## config.mk

```make
export PLATFORM = sky130hd
export DESIGN_NAME = fetch_seq
export DESIGN_NICKNAME = d
export VERILOG_FILES = /design/src/rtl/fetch_seq.sv
export SDC_FILE = /design/constraint.sdc
export NUM_CORES = 1
export LEC_CHECK = 0
export ABC_AREA = 1
export BUFFER_PORTS_ARGS = -buffer_cell sky130_fd_sc_hd__clkbuf_2
export CAP_MARGIN = 20
export CORE_UTILIZATION = 45
export CTS_CLUSTER_DIAMETER = 40
export DETAILED_ROUTE_END_ITERATION = 8
export HOLD_SLACK_MARGIN = 0.05
export PLACE_DENSITY_LB_ADDON = 0.25
export SLEW_MARGIN = 20
export SYNTH_ARGS = -nofsm -noshare
export SYNTH_HDL_FRONTEND = slang
export SYNTH_SLANG_ARGS = --single-unit
```

## constraint.sdc

```tcl
create_clock -name clk -period 3.5 [get_ports clk]
set_input_delay 0.175 -clock clk [delete_from_list [all_inputs] [get_ports clk]]
set_output_delay 0.175 -clock clk [all_outputs]
set_load 0.005 [all_outputs]
```

## src/rtl/fetch_seq.sv

```systemverilog
// Instruction-fetch sequencer: owns the PC, fetches over a req/gnt/rvalid
// memory protocol and hands each instruction to the datapath with valid/ack.
module fetch_seq #(
  parameter logic [31:0] RESET_PC = 32'h0000_0000,
  parameter int unsigned TIMEOUT  = 255
) (
  input  logic        clk,
  input  logic        reset,
  input  logic        run,
  output logic        imem_req,
  output logic [31:0] imem_addr,
  input  logic        imem_gnt,
  input  logic        imem_rvalid,
  input  logic [31:0] imem_rdata,
  output logic        instr_valid,
  output logic [31:0] instr,
  output logic [31:0] instr_pc,
  input  logic        instr_ack,
  input  logic        SaltoCond,
  input  logic        oZero,
  input  logic [31:0] extSigno,
  input  logic        Saltoincond,
  input  logic [27:0] jmp_target,
  input  logic        halt,
  output logic        halted,
  output logic        fetch_err,
  output logic [31:0] retired
);

  localparam logic [2:0] S_IDLE   = 3'd0;
  localparam logic [2:0] S_REQ    = 3'd1;
  localparam logic [2:0] S_WAIT   = 3'd2;
  localparam logic [2:0] S_ISSUE  = 3'd3;
  localparam logic [2:0] S_HALTED = 3'd4;

  // The timer starts at 0 in the first WAIT cycle, so this is the last cycle allowed.
  localparam logic [15:0] TIMER_LAST = 16'(TIMEOUT - 1);

  logic [2:0]  state_q, state_d;
  logic [31:0] pc_q, pc_d;
  logic [31:0] instr_q, instr_d;
  logic [31:0] instr_pc_q, instr_pc_d;
  logic [31:0] retired_q, retired_d;
  logic [15:0] timer_q, timer_d;
  logic        err_q, err_d;
  logic [31:0] pc_plus1;
  logic [31:0] next_pc;

  always_comb begin
    pc_plus1 = pc_q + 32'd1;
    if (Saltoincond) begin
      next_pc = {pc_plus1[31:28], jmp_target};
    end else if (SaltoCond && oZero) begin
      next_pc = pc_plus1 + extSigno;
    end else begin
      next_pc = pc_plus1;
    end
  end

  always_comb begin
    state_d    = state_q;
    pc_d       = pc_q;
    instr_d    = instr_q;
    instr_pc_d = instr_pc_q;
    retired_d  = retired_q;
    timer_d    = timer_q;
    err_d      = err_q;
    case (state_q)
      S_IDLE: begin
        if (run) state_d = S_REQ;
      end
      S_REQ: begin
        if (imem_gnt) begin
          if (imem_rvalid) begin
            instr_d    = imem_rdata;
            instr_pc_d = pc_q;
            state_d    = S_ISSUE;
          end else begin
            timer_d = 16'd0;
            state_d = S_WAIT;
          end
        end
      end
      S_WAIT: begin
        if (imem_rvalid) begin
          instr_d    = imem_rdata;
          instr_pc_d = pc_q;
          state_d    = S_ISSUE;
        end else if (timer_q == TIMER_LAST) begin
          err_d   = 1'b1;
          state_d = S_HALTED;
        end else begin
          timer_d = timer_q + 16'd1;
        end
      end
      S_ISSUE: begin
        if (instr_ack) begin
          pc_d = next_pc;
          if (retired_q != 32'hFFFF_FFFF) retired_d = retired_q + 32'd1;
          if (halt) begin
            state_d = S_HALTED;
          end else if (run) begin
            state_d = S_REQ;
          end else begin
            state_d = S_IDLE;
          end
        end
      end
      S_HALTED: begin
        state_d = S_HALTED;
      end
      default: begin
        state_d = S_IDLE;
      end
    endcase
  end

  always_ff @(posedge clk or negedge reset) begin
    if (!reset) begin
      state_q    <= S_IDLE;
      pc_q       <= RESET_PC;
      instr_q    <= 32'd0;
      instr_pc_q <= 32'd0;
      retired_q  <= 32'd0;
      timer_q    <= 16'd0;
      err_q      <= 1'b0;
    end else begin
      state_q    <= state_d;
      pc_q       <= pc_d;
      instr_q    <= instr_d;
      instr_pc_q <= instr_pc_d;
      retired_q  <= retired_d;
      timer_q    <= timer_d;
      err_q      <= err_d;
    end
  end

  // Status outputs decode straight from the state register so reset clears them at once.
  assign imem_req    = (state_q == S_REQ);
  assign imem_addr   = pc_q;
  assign instr_valid = (state_q == S_ISSUE);
  assign instr       = instr_q;
  assign instr_pc    = instr_pc_q;
  assign halted      = (state_q == S_HALTED);
  assign fetch_err   = err_q;
  assign retired     = retired_q;

endmodule
```

==> key figures, run 1 <==
Run status
  – Status: finished clean

Global routing
  – Vias in the first global route: 10100
  – Initial antenna violation count: 0
  – Total grt overflow: 0
  – Total track usage: 28.5%
  – First-pass GRT wire length: 53300 um
  – Largest net degree at the start of global routing: 102

Yosys
  – Post-synth EDFFs: 0
  – Synth Flop Type: dfrtp_1
  – Flop and latch count out of synthesis: 148
  – Library cells used by synthesis: 44
  – Synth warn: 0
  – Register area share after synthesis: 34.5%
  – Largest area contributor in the netlist: dfrtp_1
  – Area fraction of the dominant cell type after synthesis: 34.5%
  – Post-Syn Nets: 1681
  – Top post-synthesis cells by area: dfrtp_1, nand2_1, inv_1
  – Mapped Area: 10700 um2
  – Post-synthesis cell count: 1536
  – Syn Area/Cell: 6.98 um2
  – Post-synth ARST share: 100%

Clock network
  – Reg clk slew, reported paths: 0.06 ns
  – Clk Latency, worst-skew pair: 0.43 ns
  – CTS buffer count: 17
  – H-Tree Depth: 4
  – Maximum clock path buffer count: 2
  – Sink Count: 148
  – CTS tree: done
  – Root Driver: clkbuf_16

Floorplanning
  – Core area: 23400 um2
  – Die Y: 156 um
  – Die width: 156 um
  – Row cnt: 56
  – DIE AREA: 24500 um2
  – Initial Utilization: 45.8%
  – Io pins: 234

Timing
  – Sum Neg Setup Slack: 0 ns
  – Fin crit share: 95.4%
  – Slew Viols, Final: 0
  – Fmax: 0.300 GHz
  – Minimum clock period: 3.34 ns
  – Final count of negative-setup-slack endpoints: 0
  – Clock skew: 0.0147 ns
  – Headroom to the max-slew limit: 36.5%
  – Final hold vios: 0
  – Hold_ws: 0.0641 ns
  – RSZ-0062 raised after global routing: false
  – Setup ws final: 0.161 ns
  – Least-Margin Pin Slew: 0.952 ns

Hold path
  – Hold Path Depth: 4
  – Worst hold start: imem_rvalid
  – Hold path endpoint: fetch_err
  – Worst hold path type: input pin to flip-flop

Route
  – Vias/cell: 5.05
  – DR WL/cell: 16.2 um
  – DRC: 0
  – Vias: 10900
  – DRT antenna net count: 0
  – DRT Wirelength: 34800 um
  – DRT iter0 DRCs: 686
  – Pre-Repair DR Iteration Count: 5

Setup path
  – Critical R2R Launch: imem_addr[1]
  – Total buffers and inverters traversed by the critical path: 2
  – Family with the most delay on the worst path: simple AND/OR/NAND/NOR gates
  – Slowest CP cell: dfrtp_1
  – Worst setup startpoint: imem_addr[1]
  – Crit Path Max Fanout: 5
  – Worst r2r dst: imem_addr[12]
  – R2R depth: 17
  – R2R Setup Slk: 0.16 ns
  – Crit-path most repeated cell: nand2_1
  – CP Cell Sequence: ha_1 -> nand2_1 -> nor2_4 -> nand3_4 -> inv_1 -> nand2_1 -> xor2_1 -> ha_1 -> nand2_1 -> inv_1 -> a21oi_1 -> nand3_1 -> or2_2 -> nand3_1 -> nand3_1 -> nand2_1 -> o21ai_0
  – Worst setup EP type: flip-flop
  – CP required: 3.80 ns
  – Crit path launch type: flip-flop
  – Crit path largest cell delay: 0.40 ns
  – CP Class: flip-flop to flip-flop
  – Arr. time, crit path: 3.64 ns

Place
  – DP Cell Count: 2075
  – DP Worst Slack: 0.159 ns
  – HPWL after detailed placement: 26700 um
  – Final GP Congestion: 1.01
  – Port bufs: 233
  – Placed inst area: 12300 um2

Cells and area
  – Layout Nets: 1962
  – Post-route insts no fill: 2149
  – Most frequent cells in the layout: nand2_1, clkbuf_2, inv_1
  – Ant. Diodes: 0
  – Commonest non-fill, non-tap cell in the layout: nand2_1
  – Non-Filler Cell Area, Final: 13300 um2
  – Area grow syn2layout: 24.4%
  – Share of cells above drive strength 1: 20.3%
  – Final-layout fill cell count: 2275

Job
  – Max Cap Viol: 0

Pwr
  – Pwr dens: 770 nW/um2
  – VDD IR max: 0.386 mV
  – Leak: 0.00728 uW
==> cell type report <==
cell class                      count  area [um2]  share of cell area, %
Tap cell                          319         399                   2.99
Multi-Input combinational cell   1138        6050                   45.3
Timing Repair Buffer              295        1750                   13.1
Sequential cell                   148        3700                   27.8
Inverter                          217         815                   6.10
Clock inverter                     14         199                   1.49
Clock buffer                       18         429                   3.22
==> worst register-to-register path, delay by kind of cell (launching register included) <==
kind                       cells  cell delay [ns]
and+or+nand+nor               10             1.44
adders and majority gates      2             0.55
DFF                            1             0.40
AOI/OAI and AO/OA              2             0.34
xor gates and xnor gates       1             0.33
buffers and inverters          2             0.14
==> Yosys cell counts, drive strengths merged, types with 2 or more instances <==
| cell | n |
|---|---|
| ha | 42 |
| inv | 217 |
| mux2 | 34 |
| o211ai | 2 |
| nor4 | 5 |
| o21ai | 71 |
| nand3b | 5 |
| clkbuf | 14 |
| a21oi | 41 |
| buf | 19 |
| nand4 | 17 |
| xor2 | 52 |
| o22ai | 8 |
| nor3 | 43 |
| and2 | 3 |
| or2 | 8 |
| nand3 | 97 |
| nor3b | 6 |
| o21bai | 7 |
| xnor2 | 11 |
| nand2 | 513 |
| a22oi | 2 |
| dfrtp | 148 |
| nor2 | 165 |
==> report_power, final <==
part | internal, uW | switching (uW) | total, uW | leakage (uW)
sequential | 2320 | 528 | 2850 | 0.00187
clock | 1200 | 745 | 1950 | 0.000306
combinational | 2140 | 3340 | 5480 | 0.00510
total | 5670 | 4610 | 10300 | 0.00728
==> metrics by stage <==
stage	utilization, %	power (uW)
2_1_floorplan	-	6320
3_3_place_gp	52.4	8090
3_5_place_dp	52.4	8160
4_1_cts	56.8	10200
5_1_grt	57.0	11100
6_report	57.0	10300
==> sequential cells by signal (all words and copies together) (netlist names) <==
register and count:
instr 32, state_q 3, retired 32, instr_pc 32
imem_addr 32, timer_q 16, fetch_err 1
==> logic make-up (layout without fill, tap and decap cells) <==
kind of cell	after synthesis	count (layout)	synth area share, %
muxes	34	34	4.76
AOI/OAI and AO/OA	134	134	6.78
adders and majority gates	43	43	5.09
and+or+nand+nor	864	864	34.3
DFF	148	148	34.5
xor gates and xnor gates	63	63	5.15
buffers and inverters	250	544	9.36
==> worst max path at each step <==
stage | depth (start not counted) | slack (ns) | end
after CTS | 21 | 0.15 | imem_addr[21]
after floorplan | 21 | 0.69 | imem_addr[26]
after global placement | 17 | 0.22 | imem_addr[12]
after detailed placement | 19 | 0.16 | imem_addr[29]
after global routing | 21 | 0.02 | imem_addr[21]
final | 17 | 0.16 | imem_addr[12]
==> metal layers <==
metal / global-route usage [%] / part of all wire [%] / up-vias / wire length, um
li1: - / - / 5410 / -
met1: 36.3 / 42 / 4957 / 14500
met2: 47.0 / 47 / 426 / 16200
met3: 5.57 / 8.3 / 69 / 2890
met4: 12.0 / 3.4 / 0 / 1200
met5: 0 / 0 / - / 0
==> timing repair <==
action / 4_1_cts / 5_1_grt
gates resized for setup: 0 / 8
setup buffers: 0 / 2
endpoints found under the setup margin: 0 / 11
hold buffers: 40 / 0
hold endpoints to repair: 139 / 0
(Power assumes the default switching activity.)
==> run 2, diff against run 1 <==
- ABC_AREA: 1 -> default
==> run 2 against run 1 <==
Compared with the run above: the flow now finishes with violations (setup timing); sequential share of layout area up 1.3 points; cell area decreased by 4.4%; critical path type unchanged; combinational power decreased by 3%; highest routed layer unchanged; power decreased by 4.3%; clock skew is 0.0059 ns lower; utilization increased by 10 points; maximum frequency down 11%; hold slack about the same.
==> key figures, run 2 <==
Run status
  – Status: finished, violations left
  – Failing checks: setup timing

Yosys
  – Synth Flop Type: dfrtp_1
  – Post-Synth XOR/XNOR Area: 9.61%
  – Syn Area/Cell: 9.79 um2
  – Count leader, synth: dfrtp_1
  – Mapped Area: 8750 um2
  – Compound-Gate Fraction of Synth Area: 14.8%
  – Synth Area in Adders: 6.23%
  – Post-Syn Nets: 1039
  – Top post-synthesis cells by area: dfrtp_1, mux2_2, xnor2_1
  – Register area share after synthesis: 42.3%
  – Largest family of logic cells by synthesized area: simple AND/OR/NAND/NOR gates
  – Post-synthesis cell count: 894
  – Post-synth EDFFs: 0
  – Synth warn: 0
  – Area fraction of the dominant cell type after synthesis: 42.3%
  – Flop and latch count out of synthesis: 148
  – Mux share of post-synthesis cell area: 8.88%
  – Simple-gate share of the synthesized area: 15.4%
  – Most frequent cells after synthesis: dfrtp_1, nand2_1, o21ai_0, xnor2_1, mux2_2
  – Library cells used by synthesis: 70
  – Post-synth ARST share: 100%
  – Largest area contributor in the netlist: dfrtp_1

Floorplanning
  – Die Y: 141 um
  – Die width: 141 um
  – Row cnt: 50
  – Initial Utilization: 46.3%
  – Core area: 18900 um2
  – Io pins: 234
  – DIE AREA: 20000 um2

Route
  – DRC: 0
  – DR WL/cell: 17.3 um
  – Vias/cell: 5.40
  – DRT iter0 DRCs: 409
  – Vias: 8402
  – DRT Wirelength: 26800 um
  – Pre-Repair DR Iteration Count: 4
  – DRT antenna net count: 0

Global routing
  – Initial antenna violation count: 0
  – First-pass GRT wire length: 42000 um
  – Largest net degree at the start of global routing: 110
  – Total grt overflow: 0
  – Total track usage: 27.0%
  – Vias in the first global route: 8274

Timing
  – RSZ-0062 raised after global routing: true
  – Minimum clock period: 3.76 ns
  – Setup ws final: -0.256 ns
  – Clock skew: 0.00877 ns
  – Headroom to the max-slew limit: 34.8%
  – Sum Neg Setup Slack: -0.492 ns
  – Least-Margin Pin Slew: 0.978 ns
  – Slew Viols, Final: 0
  – Fin crit share: 107%
  – Final count of negative-setup-slack endpoints: 6
  – Final hold vios: 0
  – Fmax: 0.266 GHz

Cells and area
  – Layout Nets: 1430
  – Ant. Diodes: 0
  – Non-Filler Cell Area, Final: 12800 um2
  – Area grow syn2layout: 45.7%
  – Post-route core utilization: 67.5%
  – Most frequent cells in the layout: clkbuf_2, dfrtp_1, buf_4
  – Share of cells above drive strength 1: 43.2%
  – Commonest non-fill, non-tap cell in the layout: clkbuf_2

Hold path
  – Hold path endpoint: imem_addr[16]
  – Hold Path Depth: 3
  – Worst hold start: jmp_target[16]
  – Worst hold path type: input pin to flip-flop

Setup path
  – Worst r2r dst: imem_addr[31]
  – Critical R2R Launch: imem_addr[7]
  – Arr. time, crit path: 4.09 ns
  – Family with the most delay on the worst path: simple AND/OR/NAND/NOR gates
  – Crit path largest cell delay: 0.43 ns
  – R2R depth: 17
  – CP Class: flip-flop to flip-flop
  – Worst setup EP type: flip-flop
  – CP required: 3.83 ns
  – Total buffers and inverters traversed by the critical path: 2
  – Slowest CP cell: or4_4
  – R2R Setup Slk: -0.26 ns
  – CP Cell Sequence: nand4_1 -> buf_6 -> nor3_4 -> nand4_1 -> nor2_2 -> buf_4 -> xnor2_2 -> ha_1 -> a21oi_2 -> o21ai_2 -> or4_4 -> a31oi_4 -> o31ai_4 -> mux2_4 -> o21ai_2 -> xnor2_1 -> o31ai_2
  – Crit path launch type: flip-flop
  – Crit Path Max Fanout: 4

Clock network
  – Reg clk slew, reported paths: 0.06 ns
  – Clk Latency, worst-skew pair: 0.42 ns
  – CTS tree: done
  – Maximum clock path buffer count: 2
  – Sink Count: 148
  – Root Driver: clkbuf_16
  – CTS buffer count: 17
  – H-Tree Depth: 4

Pwr
  – Pwr dens: 772 nW/um2
  – VDD IR max: 0.593 mV
  – Leak: 0.00615 uW

Place
  – Final GP Congestion: 0.960
  – Placed inst area: 11000 um2
  – Port bufs: 233
  – DP Worst Slack: -0.297 ns
  – HPWL after detailed placement: 19400 um

Job
  – Max Cap Viol: 0
[run 2: cell types whose count changed in the layout (fill, tap and decap cells not counted), sizes merged, moves of 16 or more]
cell | previous run | this run
inv | 222 | 29
nor2 | 165 | 46
a21o | 1 | 18
o211ai | 2 | 18
and3 | 1 | 20
xnor2 | 11 | 69
mux2 | 34 | 66
nand2 | 513 | 97
nand3 | 97 | 46
xor2 | 52 | 27
buf | 23 | 133
nor3 | 43 | 10
[run 2: final cells by class]
| class | instances | area, um2 |
|---|---|---|
| inverter | 30 | 113 |
| tap | 260 | 325 |
| timing repair buffer | 405 | 2600 |
| fill | 1511 | 6140 |
| multi-input combinational | 683 | 5430 |
| clock inverter | 9 | 105 |
| sequential | 148 | 3710 |
| clock buffer | 21 | 470 |
[run 2: cell families (layout without fill, tap and decap cells)]
family | count (synthesis) | in the layout
compound gates | 200 | 200
xor+xnor | 96 | 96
simple gates | 275 | 275
buf+inv | 63 | 465
flops | 148 | 148
fa+ha+maj | 43 | 43
mux | 69 | 69
[run 2: where the power goes]
group	leakage [uW]	internal [uW]	switching [uW]
clock network	0.000285	1090	685
logic	0.00397	2700	2620
registers	0.00189	2280	461
[run 2: how the worst max path moves through the flow]
| stage | start | to | cells after the start |
|---|---|---|---|
| 4_1_cts | imem_addr[8] | imem_addr[31] | 18 |
| 5_1_grt | imem_addr[7] | imem_addr[31] | 18 |
| 6_report | imem_addr[7] | imem_addr[31] | 17 |
| 3_3_place_gp | imem_addr[1] | imem_addr[31] | 17 |
| 3_5_place_dp | imem_addr[1] | imem_addr[31] | 17 |
| 2_1_floorplan | imem_addr[0] | imem_addr[31] | 18 |
[run 2: repair_timing]
| item | CTS | global route |
|---|---|---|
| buffers inserted | 11 | 9 |
| pin swaps | 42 | 52 |
| setup endpoints to repair | 13 | 18 |
| gates resized for setup | 55 | 59 |
| endpoints found under the hold margin | 146 | 0 |
| hold buffers | 40 | 0 |
[run 2: through the flow]
step | hold slack (ns) | instances | total power, uW
after global placement | 0.384 | 1468 | 7290
after detailed placement | 0.385 | 1468 | 7380
final | 0.0638 | 1556 | 9840
after global routing | 0.0801 | 1556 | 10500
after floorplan | -0.121 | 894 | 5310
after CTS | 0.0542 | 1548 | 9500
[run 2: per-layer routing]
layer	global-route usage, %	vias up	routed length (um)
met2	45.0	282	13100
met1	33.4	4059	11200
met5	0	-	0
met3	5.77	75	1460
li1	-	3986	-
met4	12.9	0	1060
[run 2: tightest hold or removal path, delay by kind of cell]
kind / cells / cell delay [ns]
and+or+nand+nor: 1 / 0.07
buffers and inverters: 1 / 0.10
AOI/OAI and AO/OA: 1 / 0.10
